`src/rtl/alu_defs_pkg.sv`:
```
// rtl/alu_defs_pkg.sv - shared state, operation and width definitions for the ALU operand loader
package alu_defs_pkg;

    localparam int ALU_WIDTH = 4;

    typedef enum logic [1:0] {
        S_LOAD_A  = 2'd0,
        S_LOAD_B  = 2'd1,
        S_LOAD_OP = 2'd2,
        S_RUN     = 2'd3
    } state_t;

    localparam logic OP_ADD = 1'b0;
    localparam logic OP_SUB = 1'b1;

endpackage

```
`src/rtl/btn_debounce.sv`:
```
// rtl/btn_debounce.sv - 2-flop synchroniser, debounce counter and rising-edge pulse for one button
//
// Ports:
//   clk    in   1  system clock
//   rst_n  in   1  asynchronous active-low reset
//   raw    in   1  raw, bouncy, asynchronous button input
//   level  out  1  debounced button level
//   rise   out  1  one-cycle pulse on each 0->1 change of level
module btn_debounce #(
    parameter int DEBOUNCE_CYCLES = 500000
) (
    input  logic clk,
    input  logic rst_n,
    input  logic raw,
    output logic level,
    output logic rise
);

    localparam int CW = $clog2(DEBOUNCE_CYCLES + 1);
    localparam logic [CW-1:0] CNT_LAST = CW'(DEBOUNCE_CYCLES - 1);

    logic          sync1;
    logic          sync2;
    logic [CW-1:0] cnt;

    always_ff @(posedge clk or negedge rst_n) begin
        if (!rst_n) begin
            sync1 <= 1'b0;
            sync2 <= 1'b0;
        end else begin
            sync1 <= raw;
            sync2 <= sync1;
        end
    end

    // The counter tracks consecutive cycles in which the synced input
    // disagrees with the accepted level. It is cleared on acceptance, so it
    // never exceeds CNT_LAST and cannot wrap.
    always_ff @(posedge clk or negedge rst_n) begin
        if (!rst_n) begin
            cnt   <= '0;
            level <= 1'b0;
            rise  <= 1'b0;
        end else begin
            rise <= 1'b0;
            if (sync2 == level) begin
                cnt <= '0;
            end else if (cnt == CNT_LAST) begin
                cnt   <= '0;
                level <= sync2;
                rise  <= sync2;
            end else begin
                cnt <= cnt + 1'b1;
            end
        end
    end

endmodule

```
`src/rtl/alu_operand_loader.sv`:
```
// rtl/alu_operand_loader.sv - button-stepped A/B/op loader feeding a 2-operation ALU
//
// Ports:
//   clk       in   1      system clock
//   rst_n     in   1      asynchronous active-low reset
//   sw        in   WIDTH  raw slide switches
//   btn_next  in   1      raw push button, advances the sequence
//   btn_clr   in   1      raw push button, clears the sequence
//   A         out  WIDTH  operand A
//   B         out  WIDTH  operand B
//   c         out  1      0 = A+B, 1 = A-B
//   valid     out  1      high while in S_RUN
//   state     out  2      current state for the LEDs
module alu_operand_loader
    import alu_defs_pkg::*;
#(
    parameter int WIDTH           = ALU_WIDTH,
    parameter int DEBOUNCE_CYCLES = 500000
) (
    input  logic             clk,
    input  logic             rst_n,
    input  logic [WIDTH-1:0] sw,
    input  logic             btn_next,
    input  logic             btn_clr,
    output logic [WIDTH-1:0] A,
    output logic [WIDTH-1:0] B,
    output logic             c,
    output logic             valid,
    output logic [1:0]       state
);

    logic [WIDTH-1:0] sw_meta;
    logic [WIDTH-1:0] sw_sync;
    logic             step;
    logic             clr;
    logic             unused_next_level;
    logic             unused_clr_level;

    state_t state_q;
    state_t state_d;
    logic   load_a;
    logic   load_b;
    logic   load_op;

    always_ff @(posedge clk or negedge rst_n) begin
        if (!rst_n) begin
            sw_meta <= '0;
            sw_sync <= '0;
        end else begin
            sw_meta <= sw;
            sw_sync <= sw_meta;
        end
    end

    btn_debounce #(.DEBOUNCE_CYCLES(DEBOUNCE_CYCLES)) u_next (
        .clk   (clk),
        .rst_n (rst_n),
        .raw   (btn_next),
        .level (unused_next_level),
        .rise  (step)
    );

    btn_debounce #(.DEBOUNCE_CYCLES(DEBOUNCE_CYCLES)) u_clr (
        .clk   (clk),
        .rst_n (rst_n),
        .raw   (btn_clr),
        .level (unused_clr_level),
        .rise  (clr)
    );

    always_ff @(posedge clk or negedge rst_n) begin
        if (!rst_n) begin
            state_q <= S_LOAD_A;
        end else begin
            state_q <= state_d;
        end
    end

    // clr has priority; a step arriving with it is dropped.
    always_comb begin
        state_d = state_q;
        if (clr) begin
            state_d = S_LOAD_A;
        end else if (step) begin
            case (state_q)
                S_LOAD_A:  state_d = S_LOAD_B;
                S_LOAD_B:  state_d = S_LOAD_OP;
                S_LOAD_OP: state_d = S_RUN;
                S_RUN:     state_d = S_LOAD_A;
                default:   state_d = S_LOAD_A;
            endcase
        end
    end

    always_comb begin
        load_a  = 1'b0;
        load_b  = 1'b0;
        load_op = 1'b0;
        if (step && !clr) begin
            load_a  = (state_q == S_LOAD_A);
            load_b  = (state_q == S_LOAD_B);
            load_op = (state_q == S_LOAD_OP);
        end
    end

    // Leaving S_RUN only drops valid; A, B and c are kept for display.
    always_ff @(posedge clk or negedge rst_n) begin
        if (!rst_n) begin
            A     <= '0;
            B     <= '0;
            c     <= OP_ADD;
            valid <= 1'b0;
        end else if (clr) begin
            A     <= '0;
            B     <= '0;
            c     <= OP_ADD;
            valid <= 1'b0;
        end else begin
            if (load_a) A <= sw_sync;
            if (load_b) B <= sw_sync;
            if (load_op) c <= sw_sync[0];
            valid <= (state_d == S_RUN);
        end
    end

    assign state = state_q;

endmodule

```
`config.mk`:
```
export PLATFORM = sky130hd
export DESIGN_NAME = alu_operand_loader
export DESIGN_NICKNAME = d
export VERILOG_FILES = /design/src/rtl/alu_defs_pkg.sv /design/src/rtl/btn_debounce.sv /design/src/rtl/alu_operand_loader.sv
export SDC_FILE = /design/constraint.sdc
export NUM_CORES = 1
export LEC_CHECK = 0
export ABC_AREA = 1
export BUFFER_PORTS_ARGS = -buffer_cell sky130_fd_sc_hd__buf_2
export CORE_ASPECT_RATIO = 1.2
export CORE_UTILIZATION = 65
export DETAILED_ROUTE_END_ITERATION = 6
export PLACE_DENSITY = 0.84
export SLEW_MARGIN = 40
export SYNTH_ARGS = -nofsm -noshare
export SYNTH_HDL_FRONTEND = slang
export SYNTH_HIERARCHICAL = 1
export SYNTH_SLANG_ARGS = --single-unit
```
`constraint.sdc`:
```
create_clock -name clk -period 2.95 [get_ports clk]
set_clock_uncertainty 0.1 [all_clocks]
set_input_delay 0 -clock clk [delete_from_list [all_inputs] [get_ports clk]]
set_output_delay 0 -clock clk [all_outputs]
set_load 0.02 [all_outputs]
```
=== Word-level counts from Yosys, hierarchy flattened ===
Index checks and enable logic that the tools add are counted.

* Logic and storage cells: 58
* Input bits: 8
* Bits in registers: 66

* Equality and inequality tests: 8
* Multiplexer cells: 21
* Add/subtract/negate cells: 2
* Bitwise operators: 2
* Reductions and logical operators: 8

{| class="wikitable"
|+ Operators by type and width
! operator !! count
|-
| 19-bit 2-to-1 mux || 4
|-
| 19-bit by 1-bit adder with 19-bit output (second input constant) || 2
|-
| 19-bit == test (second input constant) || 2
|-
| 4-bit 2-to-1 mux || 4
|-
| 1-bit 2-to-1 mux || 10
|-
| 2-bit one-hot mux with 4 select lines || 1
|-
| 2-bit == test (second input constant) || 3
|-
| 2-bit nonzero test || 3
|-
| 2-bit 2-to-1 mux || 2
|-
| 2-bit AND reduction || 2
|-
| 1-bit == test || 2
|-
| 2-bit by 1-bit == test with 1-bit output (second input constant) || 1
|-
| 2-bit zero test || 1
|-
| 1-bit NOT || 2
|-
| 1-bit logical AND || 1
|-
| 1-bit zero test || 1
|}

=== Logic depth before layout (Yosys ltp) ===
* Depth in word-level cells: 6
* Mapped depth: 8

=== Modules after synthesis ===
Netlist, hierarchy kept.

{| class="wikitable"
|+ By module, submodules not included
! module !! times used !! cells each !! area each (um^2)
|-
| btn_debounce || 2 || 149 || 1223.7
|-
| alu_operand_loader || 1 || 80 || 780.7
|}

=== Worst setup path after synthesis ===
Ideal clock, no wire load.

* Path kind: flip-flop to flip-flop
* Start: register u_clr.cnt[0]
* End: register u_clr.cnt[18]
* Clock period less this slack: 1.348 ns
* Path slack: 1.602 ns
* Path buffers: 0
* Arrival: 1.129 ns
* Cell stages (with the launch flop): 9
* Path through: dfrtp_1 ha_1 nand2_1 nor2_2 nand2_2 nor2_1 nand3_1 nand3_1 nor2_1

* Word-level cells in the longest chain between the ends: 3

{| class="wikitable"
|+ Ends and longest elaborated chain
! what !! RTL line !! source
|-
| start: declaration || btn_debounce.sv:24 || <nowiki>logic [CW-1:0] cnt;</nowiki>
|-
| start signal: assignment || btn_debounce.sv:53 || <nowiki>cnt <= cnt + 1'b1;</nowiki>
|-
| 19-bit by 1-bit adder with 19-bit output or 19-bit == test (tied branches) || btn_debounce.sv:53, btn_debounce.sv:48 ||
|-
| 19-bit 2-to-1 mux * || btn_debounce.sv:48 || <nowiki>end else if (cnt == CNT_LAST) begin</nowiki>
|-
| 19-bit 2-to-1 mux * || btn_debounce.sv:46 || <nowiki>if (sync2 == level) begin</nowiki>
|}

Every way passes the cells marked *; elsewhere a longest branch is shown, timed or not.
A chain may end at the register's enable or synchronous reset.

=== Worst setup path in the final report ===
* Start: register u_clr.cnt[0]
* End: register u_clr.cnt[16]

The elaborated chain is that of the path after synthesis.

==> flow_summary_export.csv <==
group,metric,value,unit
global_routing,antenna_found_initial,0,
layout,fin_area,0.00367,mm^2
power_and_ir_drop,p_leak,1.77,nW
layout,multi_input_area,0.00137,mm^2
timing,fmax,0.630,GHz
job,cap_violations,0,
drt,firstDrtPassIters,4,
die,fp.dieArea,0.00525,mm^2
layout,fin_cells,479,
synth,synth_edf_count,0,
layout,layout-drive-gt1-share,0.169,
timing,hold_violations,0,
die,die_y,79.2,um
critical_path,critical_path.top_delay_family,"simple AND/OR/NAND/NOR gates",
layout,nFillCells,317,
clocking,path_clk_slew,0.07,ns
timing,worstMarginPinSlew,0.654,ns
synth,synth_warnings,6,
power_and_ir_drop,irDropWorstVdd,0.453,mV
layout,syn2layout_area_growth,13.7,%
synth,ys_seq_area_frac,0.512,
place,dp_slack,1.45,ns
critical_path,crit_fanout,4,
global_routing,grt_max_degree,32,
critical_path,cp-start-kind,"flip-flop",
critical_path,critical-path-max-stage-delay,0.37,ns
layout,antenna_cells,0,
clocking,clock-root-buffer,"clkbuf_8",
global_routing,grt_usage,0.284,
layout,final_cell_mix,"71 x nand2_1, 69 x nor2_1, 66 x dfrtp_1",
drt,ant_nets,0,
clocking,cts_buffers,9,
layout,fin_nets,430,
power_and_ir_drop,totalPowerFinal,1.73,mW
synth,ys_seq_elements,66,
global_routing,overflow,0,
timing,tns,0,ns
timing,final.period_utilization,0.538,
timing,fin_crit,1.59,ns
die,die_w,66.3,um
critical_path,cp.required,3.05,ns
place,gp_congestion,0.880,
clocking,cts_setup_buffers,0,
clocking,clkLatencyLatePin,0.33,ns
clocking,cts.repair.resized,0,
critical_path,endpoint_kind,"flip-flop",
critical_path,cp.arrival,1.69,ns
layout,final_common_cell,"nand2_1",
critical_path,critPathKind,"flip-flop to flip-flop",
drt,drtIter0Drc,174,
critical_path,path_cells,"ha_1 > nand2_1 > nor2_2 > nand3_1 > nor3_1 > nor2_1",
drt,wirelength,6.44,mm
synth,netlist_area,0.00323,mm^2
power_and_ir_drop,powerDensity,471,mW/mm^2
clocking,tritoncts,"yes",
drt,drc,0,
synth,synthesis.nets,392,
layout,seq_area,0.00165,mm^2
synth,synthCells,378,
timing,maxSlewHeadroom,0.564,
place,port-buffer-count,19,
timing,finalWorstSetupSlack,1.36,ns
drt,wl_per_cell,13.4,um
drt,vias,2525,
timing,holdWs,0.131,ns
die,row_count,27,
place,dpl.cell_count,456,
die,start_util,0.687,
worst_hold_path,hold_path.class,"input port to asynchronous set/reset pin",
synth,avgSynthCellArea,8.54,um^2
layout,post-route-util,0.782,
critical_path,critPathBufInv,0,
global_routing,grt_pass1_vias,2519,
global_routing,grt_first_pass_wirelength,10.8,mm
die,core,0.00470,mm^2
timing,setup_viol,0,
clocking,clock-sinks,66,
critical_path,critPathSlowestCell,"dfrtp_1",
place,dpl_cell_area,0.00340,mm^2
timing,slew_violations,0,
synth,async_flop_share,1.00,
place,dp_hpwl,4.55,mm
die,io-pin-count,20,
clocking,cts_max_level,3,
drt,vias_per_cell,5.27,
synth,ys.flop_type,"dfrtp_1",
synth,post_synth_num_cell_types,24,
clocking,ctsLongestPathBuffers,2,
timing,rsz0062_at_grt,"false",
status,status,"completed",
-- power by group --
part / internal, mW / switching [mW]
Clock: 0.414 / 0.325
Sequential: 0.920 / 0.00807
Combinational: 0.0217 / 0.0418
Total: 1.36 / 0.375
-- per-layer routing --
layer,share of wire,track usage
met1,0.42,0.315
met4,0.024,0.145
met2,0.53,0.496
met3,0.031,0.0690
met5,0,0
-- cells by family (layout without fill, tap and decap cells) --
family,count (synthesis),count (layout),share of synthesized area
xor+xnor,18,18,0.0535
compound gates,20,20,0.0326
simple gates,215,215,0.315
flops,66,66,0.512
buf+inv,53,96,0.0643
fa+ha+maj,6,6,0.0233
-- synth_stat cells, types with 4 or more instances --
cell type	n	share of area
nand2_2	8	0.016
ha_1	6	0.023
nand2_1	71	0.083
inv_1	48	0.056
nor2_1	69	0.080
xnor2_1	4	0.011
nand4_1	4	0.0078
o21ai_0	6	0.0093
dfrtp_1	66	0.51
nand3_1	35	0.054
nor3b_2	4	0.016
a21oi_1	6	0.0093
xor2_1	12	0.033
nor2_2	8	0.016
o21ai_1	6	0.0093
nor3_1	6	0.0093
nor2_4	6	0.021
-- worst reg2reg max path: stages, from the launching register on --
cell,delay [ns]
dfrtp_1,0.37
ha_1,0.17
nand2_1,0.14
nor2_2,0.21
nand3_1,0.14
nor3_1,0.23
nor2_1,0.10
-- sequential cells by signal, indices dropped and copies added, names as in the netlist --
signal / cells
sw_sync: 4
B: 4
u_clr/level: 1
A: 4
sw_meta: 4
u_clr/cnt: 19
u_next/cnt: 19
valid: 1
state: 2
u_clr/rise: 1
u_next/rise: 1
c: 1
u_next/level: 1
u_clr/sync2: 1
u_clr/sync1: 1
u_next/sync2: 1
u_next/sync1: 1
-- worst paths after layout --
kind                                        start                      end  slack, ns  depth (start not counted)
max                        u_clr/cnt[0]$_DFF_PN0_  u_clr/cnt[16]$_DFF_PN0_       1.36                          6
min                                         rst_n          valid$_DFF_PN0_       0.13                          2
max reg2reg                u_clr/cnt[0]$_DFF_PN0_  u_clr/cnt[16]$_DFF_PN0_       1.36                          6
min reg2reg                  sw_meta[0]$_DFF_PN0_     sw_sync[0]$_DFF_PN0_       0.25                          0
max in group asynchronous                   rst_n         A[2]$_DFFE_PN0P_       1.88                          3
min in group clk                         btn_next   u_next/sync1$_DFF_PN0_       0.21                          2
-- area by class of cell --
cell class              count  area share
flip-flops and latches     66       0.450
inverters                  52      0.0546
well taps                  58      0.0198
clock inverters             4      0.0140
repair buffers             28      0.0491
clock buffers              12      0.0395
multi-input cells         259       0.373
-- repair_timing --
item,4_1_cts,5_1_grt
hold buffers,7,0
endpoints found under the hold margin,35,0
endpoints found under the setup margin,0,0
Note: power is estimated with default switching activity, not from simulation.
